**src/rtl/multicycle_pkg.sv**
```systemverilog
// Shared encodings for the multicycle MIPS control unit: state enum, opcodes
// and the datapath mux/ALU selector codes.
package multicycle_pkg;

    typedef enum logic [3:0] {
        FETCH     = 4'd0,
        DECODE    = 4'd1,
        MEM_ADDR  = 4'd2,
        MEM_READ  = 4'd3,
        MEM_WB    = 4'd4,
        MEM_WRITE = 4'd5,
        EXECUTE   = 4'd6,
        R_WB      = 4'd7,
        BRANCH    = 4'd8,
        JUMP      = 4'd9,
        TRAP      = 4'd10
    } state_t;

    localparam logic [5:0] OP_RTYPE = 6'b000000;
    localparam logic [5:0] OP_LW    = 6'b100011;
    localparam logic [5:0] OP_SW    = 6'b101011;
    localparam logic [5:0] OP_BEQ   = 6'b000100;
    localparam logic [5:0] OP_J     = 6'b000010;

    localparam logic [1:0] ALUOP_ADD   = 2'b00;
    localparam logic [1:0] ALUOP_SUB   = 2'b01;
    localparam logic [1:0] ALUOP_FUNCT = 2'b10;

    localparam logic [1:0] SRCB_REG   = 2'b00;
    localparam logic [1:0] SRCB_FOUR  = 2'b01;
    localparam logic [1:0] SRCB_IMM   = 2'b10;
    localparam logic [1:0] SRCB_IMMSH = 2'b11;

    localparam logic [1:0] PCSRC_ALU    = 2'b00;
    localparam logic [1:0] PCSRC_ALUOUT = 2'b01;
    localparam logic [1:0] PCSRC_JUMP   = 2'b10;

endpackage

```
**src/rtl/multicycle_control.sv**
```systemverilog
// Moore-style control FSM sequencing a shared multicycle MIPS datapath, with
// memory-ready stalls and a sticky trap state for illegal opcodes.
module multicycle_control
    import multicycle_pkg::*;
(
    input  logic       clk,
    input  logic       rst,
    input  logic [5:0] op_code,
    input  logic       mem_ready,
    output logic       PCWrite,
    output logic       PCWriteCond,
    output logic       IorD,
    output logic       MemRead,
    output logic       MemWrite,
    output logic       IRWrite,
    output logic       MemtoReg,
    output logic       RegDst,
    output logic       RegWrite,
    output logic       ALUSrcA,
    output logic [1:0] ALUSrcB,
    output logic [1:0] ALUOp,
    output logic [1:0] PCSource,
    output logic       instr_done,
    output logic       trap,
    output logic [3:0] state_o
);

    state_t state_q;
    state_t state_d;

    always_ff @(posedge clk) begin
        if (rst) begin
            state_q <= FETCH;
        end else begin
            state_q <= state_d;
        end
    end

    always_comb begin
        state_d = state_q;
        unique case (state_q)
            FETCH:     if (mem_ready) state_d = DECODE;
            DECODE: begin
                if (op_code == OP_LW || op_code == OP_SW) state_d = MEM_ADDR;
                else if (op_code == OP_RTYPE)             state_d = EXECUTE;
                else if (op_code == OP_BEQ)               state_d = BRANCH;
                else if (op_code == OP_J)                 state_d = JUMP;
                else                                      state_d = TRAP;
            end
            MEM_ADDR:  state_d = (op_code == OP_SW) ? MEM_WRITE : MEM_READ;
            MEM_READ:  if (mem_ready) state_d = MEM_WB;
            MEM_WB:    state_d = FETCH;
            MEM_WRITE: if (mem_ready) state_d = FETCH;
            EXECUTE:   state_d = R_WB;
            R_WB:      state_d = FETCH;
            BRANCH:    state_d = FETCH;
            JUMP:      state_d = FETCH;
            TRAP:      state_d = TRAP;
            default:   state_d = FETCH;
        endcase
    end

    // Outputs are held at zero while rst is high so an abandoned instruction
    // cannot strobe memory or the register file during the reset cycle.
    always_comb begin
        PCWrite     = 1'b0;
        PCWriteCond = 1'b0;
        IorD        = 1'b0;
        MemRead     = 1'b0;
        MemWrite    = 1'b0;
        IRWrite     = 1'b0;
        MemtoReg    = 1'b0;
        RegDst      = 1'b0;
        RegWrite    = 1'b0;
        ALUSrcA     = 1'b0;
        ALUSrcB     = SRCB_REG;
        ALUOp       = ALUOP_ADD;
        PCSource    = PCSRC_ALU;
        instr_done  = 1'b0;
        trap        = 1'b0;
        state_o     = 4'd0;
        if (!rst) begin
            state_o = state_q;
            unique case (state_q)
                FETCH: begin
                    MemRead = 1'b1;
                    ALUSrcB = SRCB_FOUR;
                    IRWrite = mem_ready;
                    PCWrite = mem_ready;
                end
                DECODE:    ALUSrcB = SRCB_IMMSH;
                MEM_ADDR: begin
                    ALUSrcA = 1'b1;
                    ALUSrcB = SRCB_IMM;
                end
                MEM_READ: begin
                    MemRead = 1'b1;
                    IorD    = 1'b1;
                end
                MEM_WB: begin
                    RegWrite   = 1'b1;
                    MemtoReg   = 1'b1;
                    instr_done = 1'b1;
                end
                MEM_WRITE: begin
                    MemWrite   = 1'b1;
                    IorD       = 1'b1;
                    instr_done = mem_ready;
                end
                EXECUTE: begin
                    ALUSrcA = 1'b1;
                    ALUOp   = ALUOP_FUNCT;
                end
                R_WB: begin
                    RegWrite   = 1'b1;
                    RegDst     = 1'b1;
                    instr_done = 1'b1;
                end
                BRANCH: begin
                    ALUSrcA     = 1'b1;
                    ALUOp       = ALUOP_SUB;
                    PCWriteCond = 1'b1;
                    PCSource    = PCSRC_ALUOUT;
                    instr_done  = 1'b1;
                end
                JUMP: begin
                    PCWrite    = 1'b1;
                    PCSource   = PCSRC_JUMP;
                    instr_done = 1'b1;
                end
                TRAP:    trap = 1'b1;
                default: ;
            endcase
        end
    end

endmodule

```
**config.mk**
```make
export PLATFORM = sky130hd
export DESIGN_NAME = multicycle_control
export DESIGN_NICKNAME = d
export VERILOG_FILES = /design/src/rtl/multicycle_pkg.sv /design/src/rtl/multicycle_control.sv
export SDC_FILE = /design/constraint.sdc
export NUM_CORES = 1
export LEC_CHECK = 0
export CAP_MARGIN = 20
export CORE_MARGIN = 8
export CORE_UTILIZATION = 35
export DETAILED_ROUTE_END_ITERATION = 8
export PLACE_DENSITY = 0.79
export SYNTH_ARGS = -nofsm -noshare
export SYNTH_HDL_FRONTEND = slang
export SYNTH_SLANG_ARGS = --single-unit
```
**constraint.sdc**
```tcl
create_clock -name clk -period 2 [get_ports clk]
set_input_delay 0.2 -clock clk [delete_from_list [all_inputs] [get_ports clk]]
set_output_delay 0.2 -clock clk [all_outputs]
set_load 0.02 [all_outputs]
```
Word-level counts from Yosys, hierarchy flattened
Index checks and enable logic that the tools add are counted.
{ "word_totals": {"regBits": 4, "wordCells": 67} }
{ "op_classes": {"reduce_logical": 9, "eq_ne": 17, "mux": 40} }
{ "op_table": {"columns": ["operator", "n"], "rows": [
  ["one-hot mux 4 bit (7 select lines)", 1],
  ["2-to-1 mux 4 bit", 6],
  ["2-to-1 mux 1 bit", 22],
  ["equality test 4 x 3 -> 1 bit (second input constant)", 4],
  ["equality test 4 bit (second input constant)", 3],
  ["equality test 6 bit (second input constant)", 2],
  ["2-to-1 mux 2 bit", 5],
  ["equality test 4 x 2 -> 1 bit (second input constant)", 2],
  ["one-hot mux 2 bit (2 select lines)", 2],
  ["equality test 6 x 2 -> 1 bit (second input constant)", 1],
  ["equality test 6 x 3 -> 1 bit (second input constant)", 1],
  ["logical NOT 6 bit", 1],
  ["!= test 2 bit (second input constant)", 3],
  ["one-hot mux 2 bit (3 select lines)", 1],
  ["OR reduction 2 bit", 3],
  ["equality test 4 x 1 -> 1 bit (second input constant)", 1],
  ["logical NOT 4 bit", 1],
  ["one-hot mux 1 bit (2 select lines)", 2],
  ["OR reduction 4 bit", 1],
  ["2-to-1 mux 3 bit", 1],
  ["AND reduction 3 bit", 1],
  ["OR reduction 3 bit", 1],
  ["logical OR 1 bit", 1]
]} }

Longest topological paths before layout
Gate-level depths: netlist (run 1).
{ "logic_depth": {"ltp_word": 6, "depth_mapped": 6, "depth_no_buf": 4} }

Least setup slack after synthesis (run 1)
OpenSTA, ideal clock, no wires.
{ "synth_path": {"path_kind": "register to output", "from": "register state_q[0]", "to": "output port MemRead", "t_arrival_ns": 1.451, "path_slack_ns": 0.349, "n_path_buf": 1, "path_stages_with_launch": 4, "path_cell_list": "dfxtp_1 > buf_4 > and2b_2 > nor4b_1"} }
{ "synth_via": {"elab_chain_len": 4} }
{ "synth_rtl": {"columns": ["element", "line", "rtl"], "rows": [
  ["start, declared", "multicycle_control.sv:28", "state_t state_q;"],
  ["start signal, assigned", "multicycle_control.sv:35", "state_q <= state_d;"],
  ["equality test 4 x 2 -> 1 bit / logical NOT 4 bit (equally long branches)", "multicycle_control.sv:84", "unique case (state_q)"],
  ["OR reduction 2 bit (no line) *", null, null],
  ["2-to-1 mux 1 bit *", "multicycle_control.sv:84", null],
  ["2-to-1 mux 1 bit *", "multicycle_control.sv:82", "if (!rst) begin"],
  ["end, declared", "multicycle_control.sv:13", "output logic MemRead,"]
]} }
Every way passes the cells marked *; elsewhere a longest branch is shown, timed or not.

Final worst setup path (run 1)
{ "layout_path": {"from": "register state_q[0]", "to": "output port MemtoReg"} }
{ "layout_via": {"elab_chain_len": 3} }
{ "layout_rtl": {"columns": ["element", "line", "rtl"], "rows": [
  ["equality test 4 x 3 -> 1 bit", "multicycle_control.sv:84", null],
  ["2-to-1 mux 1 bit", "multicycle_control.sv:84", null],
  ["2-to-1 mux 1 bit", "multicycle_control.sv:82", null],
  ["end, declared", "multicycle_control.sv:16", "output logic MemtoReg,"]
]} }
No other way between the ends.

==> results of run 1 <==
[critical path: cells and delay by family, from the launching register on]
family / cells / cell delay (ps)
buffers and inverters: 2 / 840
flip-flops: 1 / 350
AND/OR/NAND/NOR: 1 / 290
[per-layer routing]
| metal | global-route usage (%) | up-vias |
|---|---|---|
| met4 | 3.15 | 0 |
| met5 | 0 | - |
| li1 | - | 399 |
| met2 | 21.2 | 36 |
| met3 | 2.65 | 2 |
| met1 | 14.6 | 362 |
[synthesized netlist by cell type, types with 2 or more instances]
library cell  count  area share (%)
a21oi_1           3             2.5
and2_1            2             2.0
and3_1            4             4.1
buf_2             4             3.3
buf_4             2             2.5
dfxtp_1           4              13
inv_1             2             1.2
mux2i_1           3             4.9
nand2_1           5             3.1
nand2b_1          5             5.1
nand3_1           2             1.6
nor2_1           13             8.0
nor2b_1           5             5.1
nor3_1            2             1.6
nor3b_1           2             2.5
nor4_1            7             7.2
o21ai_0           4             3.3
[per-stage QoR]
stage,std cells,area [µm²],hold slack [ps],utilization [%],power [mW]
detailed placement,139,965,710,57.1,0.267
global route,142,1020,618,60.4,0.386
CTS,142,995,571,58.9,0.366
global placement,139,965,688,57.1,0.263
finish,142,1020,582,60.4,0.358
floorplan,89,611,411,-,0.189
[kinds of logic after synthesis]
group / Yosys count / synth area share, %
flops: 4 / 13.1
mux: 3 / 4.92
simple gates: 53 / 49.8
buf+inv: 10 / 9.43
xor+xnor: 1 / 1.43
compound gates: 18 / 21.3
[worst paths after layout]
| check | start | end | depth (start not counted) |
|---|---|---|---|
| max | state_q[0] | MemtoReg | 3 |
| min | rst | state_q[1] | 3 |
| max reg2reg | state_q[2] | state_q[2] | 5 |
| min reg2reg | state_q[1] | state_q[1] | 2 |
[power breakdown]
part	total, mW	switching (mW)	leakage, nW	internal, mW
Combinational	0.167	0.0837	0.520	0.0828
Clock	0.0944	0.0277	0.0138	0.0667
Sequential	0.0975	0.0118	0.0344	0.0857
Total	0.358	0.123	0.568	0.235
[layout make-up]
type                    count  share of cell area, %
well taps                  17                   2.09
flip-flops and latches      4                   8.34
inverters                   2                  0.736
multi-input cells          75                   47.1
clock buffers               3                   2.21
repair buffers             41                   39.5
[repair_timing]
| action | 4_1_cts | 5_1_grt |
|---|---|---|
| setup endpoints to repair | 18 | 10 |
| gates cloned | 0 | 0 |
| resized for setup | 10 | 10 |
==> flow_summary.toml, run 1 <==
[run_status]
outcome = "finished clean"

[sta]
finClkSkew_ps = 1.40
setup_slack_ps = 83.8
setup_viol = 0
period_share_pct = 95.8
min_period_ps = 1920
relSlewSlack_pct = 79.0
drv_slew = 0
fin_setup_tns_ps = 0
hold_viol_final = 0
rsz0062_at_grt = "false"
worst_slew_pin_slew_ps = 310
fmax_mhz = 522

[routing]
met1_length_um = 853
drc = 0
met3_length_um = 135
wirelength_mm = 1.96
ant_nets = 0
routed.top_layer = "met4"
via_count = 799
wl_per_cell_um = 13.8
drtIter0Drc = 18
drt-vias-per-instance = 5.63
dr_wl_met2_um = 952
first_pass_iters = 4

[layout]
synthToLayoutAreaGrowth_pct = 67.0
top_regs = "state_q: 4 flops"
layout_commonest_cell = "clkdlybuf4s50_1"
largest_reg_flops = 4
final_cell_mix = "clkdlybuf4s50_1, nor2_1, buf_4"
final-seq-area_um2 = 85.1
final_nets = 136
layout-drive-gt1-share_pct = 19.2
multi_input_area_um2 = 480
largest-register = "state_q"
num-fill-cells = 152
diodes = 0

[floorplanning]
initial_utilization_pct = 36.1
coreArea_mm2 = 0.00169
fp.dieW_um = 57.8
pin_count = 31
rows = 15
die_h_um = 57.8
die-area_mm2 = 0.00334

[place]
gp_congestion = 0.847
place_ws_ps = -145
dp_hpwl_mm = 1.59
portBuffers = 30

[critical_path]
cp.required_ps = 1800
cpPeakStageDelay_ps = 660
end_kind = "output pin"
crit_chain = "buf_4, nor4_1, clkdlybuf4s50_1"
slowest_stage = "clkdlybuf4s50_1"
cp.arrival_ps = 1720
startpoint_type = "register"
cp_max_fo = 12
r2r_setup_slack_ps = 510
crit_type = "reg -> out"

[clock_network]
clock-sinks = 4
worstSkewPairLatency_ps = 230
cts_setup_buffers = 0
root_buffer = "clkbuf_4"
htree_num_levels = 1
cts_made_buffers = 3
clockBufferDepth = 2
cts_hold_buf = 0
cts_tree = "done"
clkTransAtPathRegs_ps = 30

[logic_synthesis]
yosys_warnings = 0
synth_seq_cells = 4
syn_avg_cell_area_um2 = 6.86
synthArstFlopShare_pct = 0
synth_area_um2 = 611
synth_edf_count = 0
synth_flop_cell = "dfxtp_1"
ys_seq_area_share_pct = 13.1
syn_inst = 89
synthesis.nets = 98
synth.distinct_cells = 37

[power]
power_density_mw_per_mm2 = 352
ir_drop_uv = 307
leakage_nw = 0.568

[global_routing]
grt_pass1_vias = 781
grt_overflow = 0
grt_start_max_net_pins = 14
antenna_found_initial = 0
grt_pass1_wl_mm = 3.45
grt_use_total_pct = 12.2

[worst_hold_path]
hp-class = "in -> reg"

[run]
maxCapViolCount = 0
Note: power is estimated with default switching activity, not from simulation.
==> run 2: changes to the inputs <==
--- a/config.mk
+++ b/config.mk
@@ -11,4 +11,5 @@
 export DETAILED_ROUTE_END_ITERATION = 8
 export PLACE_DENSITY = 0.79
+export SLEW_MARGIN = 20
 export SYNTH_ARGS = -nofsm -noshare
 export SYNTH_HDL_FRONTEND = slang
==> constraint.sdc (replaced) <==
create_clock -name clk -period 2 [get_ports clk]
set_input_delay 0.2 -clock clk [delete_from_list [all_inputs] [get_ports clk]]
set_output_delay 0.2 -clock clk [all_outputs]
set_load 0.1 [all_outputs]
==> run 2 against run 1 <==
Net effect:
- fmax grew 0.84%
- global-route usage is 2.6 points higher
- final cell count fell by 2.8%
- clock power rose by 15%
- clock skew is 2.9 ps higher
- via count is 0.63% higher
- clock-buffer cell count is the same
- first-iteration DRC count is 78% higher
- setup slack gained 16 ps
- critical path type unchanged
- critical endpoint is now IorD
==> flow_summary.toml, run 2 (synthesized netlist as in run 1, its figures left out) <==
[run_status]
outcome = "finished clean"

[routing]
drtIter0Drc = 32
drc = 0
via_count = 804
ant_nets = 0
drt-vias-per-instance = 5.83
wirelength_mm = 2.38
first_pass_iters = 4
wl_per_cell_um = 17.3

[layout]
fin_util_pct = 75.5
largest_reg_flops = 4
final_nets = 132
final_cell_mix = "buf_12, nor2_1, clkdlybuf4s50_1"
layout_commonest_cell = "buf_12"
diodes = 0
layout-drive-gt1-share_pct = 47.1
top_regs = "state_q: 4 flops"
largest-register = "state_q"
synthToLayoutAreaGrowth_pct = 109

[place]
dp_hpwl_mm = 1.97
gp_congestion = 0.858
portBuffers = 30

[sta]
hold_viol_final = 0
fmax_mhz = 526
finClkSkew_ps = 4.25
setup_viol = 0
rsz0062_at_grt = "false"
fin_hold_ws_ps = 580
period_share_pct = 95.0
relSlewSlack_pct = 75.3
min_period_ps = 1900
drv_slew = 0
worst_slew_pin_slew_ps = 364

[global_routing]
grt_pass1_wl_mm = 3.99
grt_start_max_net_pins = 13
antenna_found_initial = 0
grt_pass1_vias = 809
grt_overflow = 0
grt_use_total_pct = 14.8

[power]
leakage_nw = 0.468
power_density_mw_per_mm2 = 417
ir_drop_uv = 243

[floorplanning]
pin_count = 31
initial_utilization_pct = 36.1
rows = 15
die_h_um = 57.8
fp.dieW_um = 57.8
die-area_mm2 = 0.00334
coreArea_mm2 = 0.00169

[clock_network]
worstSkewPairLatency_ps = 250
clockBufferDepth = 2
cts_hold_buf = 0
root_buffer = "clkbuf_4"
clkTransAtPathRegs_ps = 40
cts_made_buffers = 3
htree_num_levels = 1
cts_tree = "done"
clock-sinks = 4

[worst_hold_path]
hp-class = "reg -> reg"
whs_path_depth = 1

[critical_path]
cp.required_ps = 1800
startpoint_type = "register"
reg2regPathDepth = 5
crit_type = "reg -> out"
end_kind = "output pin"
cp.arrival_ps = 1700
cp_max_fo = 8

[run]
maxCapViolCount = 0
run 2: stage by stage:
stage               TNS [ps]  total power [mW]  setup slack (ps)  std cells  area (µm²)
finish                     0             0.532              99.8        138        1270
global route               0             0.553              37.6        138        1270
CTS                        0             0.534              7.99        138        1270
detailed placement         0             0.423               176        135        1250
global placement           0             0.416               207        135        1250
floorplan              -2380             0.303              -619         89         704
run 2: where the power goes:
group          total [mW]  internal [mW]  switching (mW)
Sequential         0.0970         0.0852          0.0118
Combinational       0.326          0.122           0.204
Clock               0.109         0.0676          0.0409
Total               0.532          0.275           0.257
run 2: timing repair:
| action | in CTS | in global routing |
|---|---|---|
| buffers inserted | 0 | 0 |
| endpoints found under the setup margin | 0 | 3 |
| gates resized for setup | 0 | 3 |
run 2: final cells by class:
class,instances,area [µm²]
multi-input combinational,75,567
timing repair buffer,37,573
sequential,4,83.8
inverter,2,7.51
fill,118,414
clock buffer,3,22.5
tap,17,21.3
run 2: worst max-delay path, cell delays in order (launching register included):
cell,delay (ps)
dfxtp_1,410
buf_4,230
or3b_4,430
a21oi_2,180
buf_12,200
run 2: path summary, 6_finish.rpt:
| check | start | endpoint | slack (ps) |
|---|---|---|---|
| setup reg to reg | state_q[0] | state_q[1] | 360 |
| hold / removal | state_q[2] | state_q[3] | 580 |
| setup / recovery | state_q[0] | IorD | 100 |
| hold reg to reg | state_q[2] | state_q[3] | 580 |
run 2: metal layers:
layer,share of wire [%],GRT usage [%],up-vias
met5,0,0,-
met1,38,16.5,386
met4,1.2,3.15,0
met2,55,27.2,28
li1,-,-,386
met3,5.4,3.97,4
